--- config.mk ---
export PLATFORM = sky130hd
export DESIGN_NAME = axi_read_master
export DESIGN_NICKNAME = d
export VERILOG_FILES = /design/src/rtl/axi_read_master.sv
export SDC_FILE = /design/constraint.sdc
export NUM_CORES = 1
export LEC_CHECK = 0
export ABC_AREA = 1
export ABC_CLOCK_PERIOD_IN_PS = 3100
export CAP_MARGIN = 20
export CORE_MARGIN = 5
export CORE_UTILIZATION = 44
export CTS_BUF_LIST = sky130_fd_sc_hd__clkbuf_4
export DETAILED_ROUTE_END_ITERATION = 8
export GPL_ROUTABILITY_DRIVEN = 0
export GPL_TIMING_DRIVEN = 0
export PLACE_DENSITY = 0.91
export SLEW_MARGIN = 20
export SYNTH_ARGS = -nofsm -noshare
export SYNTH_HDL_FRONTEND = slang
export SYNTH_SLANG_ARGS = --single-unit
--- constraint.sdc ---
create_clock -name clk -period 3.1 [get_ports clk]
set_input_delay 0.31 -clock clk [delete_from_list [all_inputs] [get_ports clk]]
set_output_delay 0.31 -clock clk [all_outputs]
set_load 0.05 [all_outputs]
--- src/rtl/axi_read_master.sv ---
// AXI4 read master serving single-word instruction fetches.
// Optional 4-word line buffer is enabled by defining the macro BURST4_EN;
// without it every fetch is a single-beat read of the requested word.
module axi_read_master #(
  parameter logic [3:0] MASTER_ID = 4'd0
) (
  input  logic        clk,
  input  logic        rst,
  input  logic        i_core_req,
  input  logic [31:0] i_core_addr,
  input  logic        i_core_flush,
  output logic        o_core_stall,
  output logic [31:0] o_core_rdata,
  output logic        o_core_valid,
  output logic        o_core_err,
  output logic [3:0]  o_arid,
  output logic [31:0] o_araddr,
  output logic [3:0]  o_arlen,
  output logic [2:0]  o_arsize,
  output logic [1:0]  o_arburst,
  output logic        o_arvalid,
  input  logic        i_arready,
  input  logic [3:0]  i_rid,
  input  logic [31:0] i_rdata,
  input  logic [1:0]  i_rresp,
  input  logic        i_rlast,
  input  logic        i_rvalid,
  output logic        o_rready
);

  typedef enum logic [1:0] {IDLE, ADDR, DATA, RESP} state_t;

  state_t      r_state;
  logic [31:0] r_araddr;
  logic [3:0]  r_arlen;
  logic        r_arvalid;
  logic        r_rready;
  logic        r_core_valid;
  logic        r_core_err;
  logic [31:0] r_core_rdata;
  logic [1:0]  r_beat;
  logic        r_err;

  logic        w_hit;
  logic        w_miss;
  logic        w_beat;
  logic        w_rerr;
  logic        w_capture;
  logic [31:0] w_hit_word;
  logic [31:0] w_req_addr;
  logic [3:0]  w_req_len;

  assign w_beat = (r_state == DATA) && r_rready && i_rvalid;
  assign w_rerr = (i_rresp != 2'b00);
  assign w_miss = (r_state == IDLE) && i_core_req && !w_hit;

`ifdef BURST4_EN
  logic [27:0] r_tag;
  logic [31:0] r_line [4];
  logic        r_line_valid;
  logic        r_flushed;
  logic [1:0]  r_word;

  // A flush in the request cycle wins over a tag match.
  assign w_hit      = r_line_valid && (r_tag == i_core_addr[31:4]) && !i_core_flush;
  assign w_hit_word = r_line[i_core_addr[3:2]];
  assign w_capture  = (r_beat == r_word);
  assign w_req_addr = {i_core_addr[31:4], 4'b0000};
  assign w_req_len  = 4'd3;

  // Line valid bookkeeping: invalid while filling, flush-sensitive at any time.
  always_ff @(posedge clk or posedge rst) begin
    if (rst) begin
      r_line_valid <= 1'b0;
      r_flushed    <= 1'b0;
      r_word       <= 2'd0;
    end else begin
      if (w_miss) begin
        r_line_valid <= 1'b0;
        r_flushed    <= 1'b0;
        r_word       <= i_core_addr[3:2];
      end
      if (w_beat && i_rlast)
        r_line_valid <= !(r_err || w_rerr) && !r_flushed;
      // Later assignment wins, so a flush always leaves the line invalid.
      if (i_core_flush) begin
        r_line_valid <= 1'b0;
        if (r_state != IDLE)
          r_flushed <= 1'b1;
      end
    end
  end

  // Line storage and tag fill.
  // NOTE: storage and tag are not reset; r_line_valid alone guards their contents.
  always_ff @(posedge clk) begin
    if (w_miss)
      r_tag <= i_core_addr[31:4];
    if (w_beat)
      r_line[r_beat] <= i_rdata;
  end
`else
  assign w_hit      = 1'b0;
  assign w_hit_word = 32'd0;
  assign w_capture  = 1'b1;
  assign w_req_addr = {i_core_addr[31:2], 2'b00};
  assign w_req_len  = 4'd0;
`endif

  // Byte-offset bits, RID and (in some builds) the flush input carry no meaning here.
  wire w_unused = &{1'b0, i_rid, i_core_addr[1:0], i_core_flush};

  // Main fetch FSM with registered AXI and core-response outputs.
  // NOTE: all state updates use non-blocking assignments so every register samples pre-edge values.
  always_ff @(posedge clk or posedge rst) begin
    if (rst) begin
      r_state      <= IDLE;
      r_araddr     <= 32'd0;
      r_arlen      <= 4'd0;
      r_arvalid    <= 1'b0;
      r_rready     <= 1'b0;
      r_core_valid <= 1'b0;
      r_core_err   <= 1'b0;
      r_core_rdata <= 32'd0;
      r_beat       <= 2'd0;
      r_err        <= 1'b0;
    end else begin
      r_core_valid <= 1'b0;
      r_core_err   <= 1'b0;
      case (r_state)
        IDLE: begin
          if (i_core_req && w_hit) begin
            r_core_valid <= 1'b1;
            r_core_rdata <= w_hit_word;
          end else if (w_miss) begin
            r_state   <= ADDR;
            r_araddr  <= w_req_addr;
            r_arlen   <= w_req_len;
            r_arvalid <= 1'b1;
            r_err     <= 1'b0;
            r_beat    <= 2'd0;
          end
        end
        ADDR: begin
          if (i_arready) begin
            r_arvalid <= 1'b0;
            r_rready  <= 1'b1;
            r_state   <= DATA;
          end
        end
        DATA: begin
          if (w_beat) begin
            r_beat <= r_beat + 2'd1;
            if (w_rerr)
              r_err <= 1'b1;
            if (w_capture)
              r_core_rdata <= i_rdata;
            if (i_rlast) begin
              r_rready     <= 1'b0;
              r_core_valid <= 1'b1;
              r_core_err   <= r_err || w_rerr;
              r_state      <= RESP;
            end
          end
        end
        RESP: r_state <= IDLE;
        default: r_state <= IDLE;
      endcase
    end
  end

  // Stall rises combinationally on a miss in IDLE so the core holds its address.
  assign o_core_stall = !rst && ((r_state != IDLE) || w_miss);

  assign o_core_rdata = r_core_rdata;
  assign o_core_valid = r_core_valid;
  assign o_core_err   = r_core_err;
  assign o_arid       = MASTER_ID;
  assign o_araddr     = r_araddr;
  assign o_arlen      = r_arlen;
  assign o_arsize     = 3'b010;
  assign o_arburst    = 2'b01;
  assign o_arvalid    = r_arvalid;
  assign o_rready     = r_rready;

endmodule
# Word level (Yosys, flattened, before mapping)
# Index checks and enable logic that the tools add are counted.
# W data, S select, Z words.
# classes
reduce_logical	19
mux	22
n_eq_ne	8
# ops
cell	count
$mux W1	14
$reduce_and A4 Y1	3
$ne A2 B2 Y1 const B	5
$reduce_bool A2 Y1	5
$mux W2	4
$pmux W2 S4	1
$pmux W1 S2	3
$eq A2 B2 Y1 const B	2
$logic_and A1 B1 Y1	4
$reduce_and A2 Y1	2
$reduce_and A3 Y1	1
$eq A2 B1 Y1 const B	1
$logic_not A2 Y1	1
$logic_or A1 B1 Y1	2
$logic_not A1 Y1	1
# word_totals
register_bits	69

# Logic depth before layout (Yosys ltp)
# Gate-level depths: netlist (run 1).
# depth
word_depth	5
depth_mapped	8
depth_no_buf	8

# Worst setup path before layout (run 1)
# No wires, ideal clock.
# synth_timing
kind	reg2out
start	register r_state[0]
end	output o_core_stall
n_path_buf	0
path_slack_ns	1.408
t_arrival_ns	1.382
stages_incl_launch_ff	6
t_required_ns	2.790
cell_sequence	dfrtp_1 > inv_1 > ha_1 > inv_1 > nor2_1 > nor2_1
# synth_via
elab_chain_len	4
elab_cells_between_ends	5
classes_between	reduce/logical: 5
# synth_rtl
item	line_no	source
start, declared	33	state_t r_state;
start signal, assigned	117	r_state <= IDLE;
start signal, assigned	136	r_state <= ADDR;
start signal, assigned	148	r_state <= DATA;
$logic_not A2 Y1	55	assign w_miss = (r_state == IDLE) && i_core_req && !w_hit;
$logic_and A1 B1 Y1	55	
$logic_or A1 B1 Y1 *	173	assign o_core_stall = !rst && ((r_state != IDLE) || w_miss);
$logic_and A1 B1 Y1 *	173	
end, declared	12	output logic o_core_stall,
# Every way passes the cells marked *; elsewhere a longest branch is shown, timed or not.

# Worst setup path after layout (run 1)
# Same ends and word-level chain as after synthesis.

==> results.toml, run 1 <==
[timing]
finClkSkew_ns = 0.005337
setup_viol = 0
hold_viol_final = 0
slew_headroom_pct = 63.74
drv_slew = 0
period_share_pct = 79.92
worst_pin_slew_ns = 0.5421
fin_ws_ns = 0.6225
holdWs_ns = 0.3041
rsz0062_at_grt = "false"
fmax_ghz = 0.4036
fin_crit_ns = 2.477

[cts]
clock_latency_ns = 0.40
cts_made_buffers = 9
cts.sinks = 69
ctsResizeCount = 0
root_buffer = "clkbuf_4"
clock_tree.buffer_depth = 2
post_cts_buffers = 0
htree_levels = 3
cts_tree = "built"
cts_hold_buf = 0
clkTransAtPathRegs_ns = 0.11

[yosys]
yosys_warnings = 0
ys_seq_area_share_pct = 56.86
syn_area_mm2 = 0.003037
synth-main-ff-cell = "dfrtp_1"
synth_top_area_share_pct = 56.86
netlist_top_cells_count = "nand2_1, dfrtp_1, mux2_4"
yosysUniqueCellTypes = 19
ys_top_cells_by_area = "dfrtp_1, mux2_4, nand2_1"
synth_top_cell_by_area = "dfrtp_1"
synth-seq-cells = 69
synth-edff-count = 0
synth_area_per_cell_um2 = 11.04
synthCells = 275
async_flop_share_pct = 100.0
synth_most_common_cell = "nand2_1"

[power]
p_leak_nw = 2.380
p_per_area_mw_per_mm2 = 1196
irDropWorstVdd_v = 0.0006104

[global_routing]
gr-usage-met1_pct = 22.11
antenna_found_initial = 0
grt_pass1_vias = 2514
grt_max_degree = 36
overflow = 0
track_usage_pct = 18.87
grt_first_pass_wirelength_um = 12640
use_met3_pct = 5.149
busiest_layer = "met2"
use_met2_pct = 32.93

[layout]
fill_cells = 500
multi_input_area_mm2 = 0.001091
diodes = 0
drive_gt1_share_pct = 17.01
seq_area_mm2 = 0.001727
synthToLayoutAreaGrowth_pct = 55.50
nNetsFinal = 516

[setup_path]
path_cells = "inv_1 > ha_1 > inv_1 > nor2_1 > nor2_1 > clkdlybuf4s50_1"
worstPathMaxFanout = 5
cp_data_required_time_ns = 2.79
crit_arrival_ns = 2.17
worstSetupPathType = "flip-flop to output pin"
cpPeakStageDelay_ns = 0.81
end_kind = "output pin"
cp-start-kind = "flip-flop"
critPathSlowestCell = "clkdlybuf4s50_1"
rr_worst_depth = 8
reg2reg_slack_ns = 1.50

[placement]
port_buffers = 136
place_worst_setup_slack_ns = 0.9754
dp_hpwl_um = 6009

[route]
dr_total_vias = 2388
post-route-drc-count = 0
routed_via_density = 4.583
wl_um = 7914
routedWlPerCell_um = 15.19
drt_iter0_drc = 78
postRouteAntennaNets = 0
dr.pass1.iters = 4

[floorplan]
start_util_pct = 44.94
fp.dieArea_mm2 = 0.008663
num_rows = 30
die_y_um = 93.08
fp.coreArea_mm2 = 0.006756
die_w_um = 93.08
pin_count = 159

[hold_path]
hold_class = "primary input to async pin"

[outcome]
outcome = "completed"

[flow_run]
cap_violations = 0
final timing paths:
path / startpoint / to
min in group clk: i_rdata[22] / o_core_rdata[22]
worst max-delay path: r_state[0] / o_core_stall
worst min-delay path: rst / o_rready
worst min register to register: o_core_rdata[5] / o_core_rdata[5]
worst max register to register: r_state[0] / o_core_rdata[29]
max in group asynchronous: rst / o_araddr[17]
flip-flops by register name, indices dropped and copies added (netlist names):
| register | cells |
|---|---|
| r_err | 1 |
| o_core_valid | 1 |
| o_rready | 1 |
| r_state | 2 |
| o_core_rdata | 32 |
| o_arvalid | 1 |
| o_araddr | 30 |
| o_core_err | 1 |
metal layers:
layer  share of wire [%]  vias up
met1                  39     1130
met3                 7.0       12
met5                   0        -
li1                    -     1147
met2                  53       99
met4                 1.4        0
cell usage in the layout, fill, tap and decap left out:
master and count:
buf_12 1, buf_4 15, buf_6 9, bufinv_16 2, clkbuf_4 10, clkdlybuf4s50_1 136, clkinv_1 2, clkinv_2 2
conb_1 15, dfrtp_1 69, ha_1 3, inv_1 10, inv_2 1, inv_4 1, inv_6 1, mux2_4 30
nand2_1 117, nand2_2 1, nand4_1 1, nor2_1 7, nor2_4 1, nor2_8 1, o211ai_1 1, o21a_1 1
o21ai_0 3, o21bai_1 1
through the flow:
stage / TNS, ns / utilization (%) / area, um^2 / std cells / total power [mW]
3_5_place_dp: 0 / 67.63 / 4569 / 505 / 5.039
5_1_grt: 0 / 69.89 / 4722 / 521 / 5.926
2_1_floorplan: 0 / - / 3085 / 288 / 3.898
6_report: 0 / 69.89 / 4722 / 521 / 5.649
3_3_place_gp: -4.440 / 67.30 / 4547 / 504 / 4.940
4_1_cts: 0 / 69.89 / 4722 / 521 / 5.699
power by group:
part           total, mW  switching (mW)  internal (mW)
sequential          1.56           0.237           1.32
clock              0.637           0.308          0.329
combinational       3.46            2.17           1.29
area by class of cell:
class,instances,share of cell area [%]
repair buffers,137,29.25
clock inverters,6,1.643
flip-flops and latches,69,36.57
clock buffers,10,1.590
multi-input cells,182,23.11
plain buffers,24,4.531
well taps,80,2.120
inverters,13,1.192
worst max-delay path, delay by kind of cell, from the launching register on:
family | cells | cell delay (ns)
adders and majority gates | 1 | 0.27
and+or+nand+nor | 2 | 0.16
DFF | 1 | 0.40
buffers and inverters | 3 | 0.96
kinds of logic after synthesis:
| logic type | synth area share (%) |
|---|---|
| compound gates | 1.236 |
| fa+ha+maj | 1.236 |
| buf+inv | 8.818 |
| flops | 56.86 |
| mux | 14.83 |
| other cells | 0.2473 |
| simple gates | 16.77 |
Power figures use the tool's default switching activity.
==> inputs of run 2 (changes only) <==
Settings changed: ABC_CLOCK_PERIOD_IN_PS 3100 to 2490, CORE_UTILIZATION 44 to 41, PLACE_DENSITY 0.91 to 0.86.
Clock period 3.1 ns to 2.49 ns, I/O delays scaled along.
==> run 2 against run 1 <==
Net effect:
- hold slack got worse by 0.12 ns
- design area rose by 0.32%
- wire length fell by 3.9%
- clock power rose by 14%
- non-clock buffer count did not move
- register-to-register slack got worse by 0.56 ns
- critical path type unchanged
- die area rose by 6.5%
- first-iteration DRC count rose by 27%
- via count fell by 2.1%
- core utilization fell by 4.2 points
- sequential share of layout area fell by 0.12 points
- highest routed layer unchanged
- cell count rose by 3.6%
==> results.toml, run 2 (synthesized netlist as in run 1, its figures left out) <==
[floorplan]
die_y_um = 96.06
fp.dieArea_mm2 = 0.009228
fp.coreArea_mm2 = 0.007214
num_rows = 31
start_util_pct = 42.09
die_w_um = 96.06
pin_count = 159

[route]
wl_um = 7604
postRouteAntennaNets = 0
routed_via_density = 4.328
routedWlPerCell_um = 14.08
dr.pass1.iters = 6
drt_iter0_drc = 99
dr_total_vias = 2337
post-route-drc-count = 0

[timing]
fmax_ghz = 0.4975
worst_pin_slew_ns = 0.5342
rsz0062_at_grt = "false"
hold_viol_final = 0
drv_slew = 0
tns_ns = 0
period_share_pct = 80.72
setup_viol = 0
fin_crit_ns = 2.010
slew_headroom_pct = 64.27
fin_ws_ns = 0.4800
finClkSkew_ns = 0.02676

[global_routing]
grt_pass1_vias = 2477
grt_first_pass_wirelength_um = 11900
grt_max_degree = 44
antenna_found_initial = 0
track_usage_pct = 16.96
overflow = 0

[setup_path]
cpPeakStageDelay_ns = 0.42
critPathSlowestCell = "dlymetal6s2s_1"
crit_arrival_ns = 1.76
cp.depth = 6
worstSetupPathType = "flip-flop to output pin"
worstPathMaxFanout = 5
end_kind = "output pin"
cp_data_required_time_ns = 2.24
crit_family = "buffers and inverters"
path_cells = "inv_1 > ha_1 > inv_1 > nor2_1 > nor2_1 > dlymetal6s2s_1"
rr_worst_depth = 8
cp-start-kind = "flip-flop"
crit_buf_inv = 3

[cts]
clock_latency_ns = 0.41
root_buffer = "clkbuf_4"
htree_levels = 3
cts_tree = "built"
clkTransAtPathRegs_ns = 0.11
clock_tree.buffer_depth = 2
cts.sinks = 69
cts_made_buffers = 9
cts_hold_buf = 0

[power]
total_power_mw = 6.943
p_leak_nw = 2.382
irDropWorstVdd_v = 0.0007083
p_per_area_mw_per_mm2 = 1466

[placement]
dp_hpwl_um = 5918
place_worst_setup_slack_ns = 0.4762
port_buffers = 136

[layout]
largest_register_ff_count = 32
synthToLayoutAreaGrowth_pct = 55.99
nNetsFinal = 516
fill_cells = 575
diodes = 0
final_core_util_pct = 65.66
final_cell_mix = "clkdlybuf4s50_1, nand2_1, dfrtp_1"
final_common_cell = "clkdlybuf4s50_1"
drive_gt1_share_pct = 17.46

[flow_run]
cap_violations = 0

[hold_path]
hold_class = "primary input to async pin"

[outcome]
outcome = "completed"
## run 2: cell count changes in the layout (fill, tap and decap cells not counted)
cell             change
clkbuf_4             -1
inv_6                +1
dlymetal6s2s_1       +1
clkinv_4             +2
clkdlybuf4s50_1      -1
bufinv_16            -1
clkinvlp_4           +1
clkinv_1             -2
## run 2: stage by stage
step	hold slack, ns	std cells	area (um^2)
5_1_grt	0.1926	540	4737
6_report	0.1879	540	4737
2_1_floorplan	0.3656	288	3085
3_5_place_dp	0.4581	524	4593
3_3_place_gp	0.4531	523	4571
4_1_cts	0.1650	540	4735
## run 2: timing repair
| action | CTS | global route |
|---|---|---|
| setup endpoints to repair | 0 | 1 |
| resized for setup | 0 | 1 |
| setup buffers | 0 | 0 |
## run 2: final cells by class
class / instances / area (um^2) / area share (%)
Clock buffer: 9 / 67.56 / 1.426
Timing Repair Buffer: 137 / 1384 / 29.21
Inverter: 13 / 56.30 / 1.189
Multi-Input combinational cell: 182 / 1091 / 23.03
Clock inverter: 7 / 73.82 / 1.558
Tap cell: 99 / 123.9 / 2.615
Buffer: 24 / 214.0 / 4.517
Sequential cell: 69 / 1727 / 36.45
## run 2: final timing paths
path	slack, ns	startpoint	endpoint
hold / removal	0.19	rst	o_arvalid
min in group clk	0.37	i_rdata[16]	o_core_rdata[16]
hold reg to reg	0.48	o_core_rdata[2]	o_core_rdata[2]
setup / recovery	0.48	r_state[0]	o_core_stall
setup reg to reg	0.94	r_state[0]	o_core_rdata[17]
max in group asynchronous	1.76	rst	o_core_rdata[12]
## run 2: layer usage
layer	up-vias	global-route usage, %	share of wire, %
li1	1151	-	-
met1	1085	20.41	42
met2	94	28.52	49
met3	7	5.786	8.4
met4	0	5.332	0.89
met5	-	0	0
## run 2: where the power goes
group | switching, mW | internal (mW)
Sequential | 0.283 | 1.64
Clock | 0.415 | 0.309
Combinational | 2.69 | 1.60
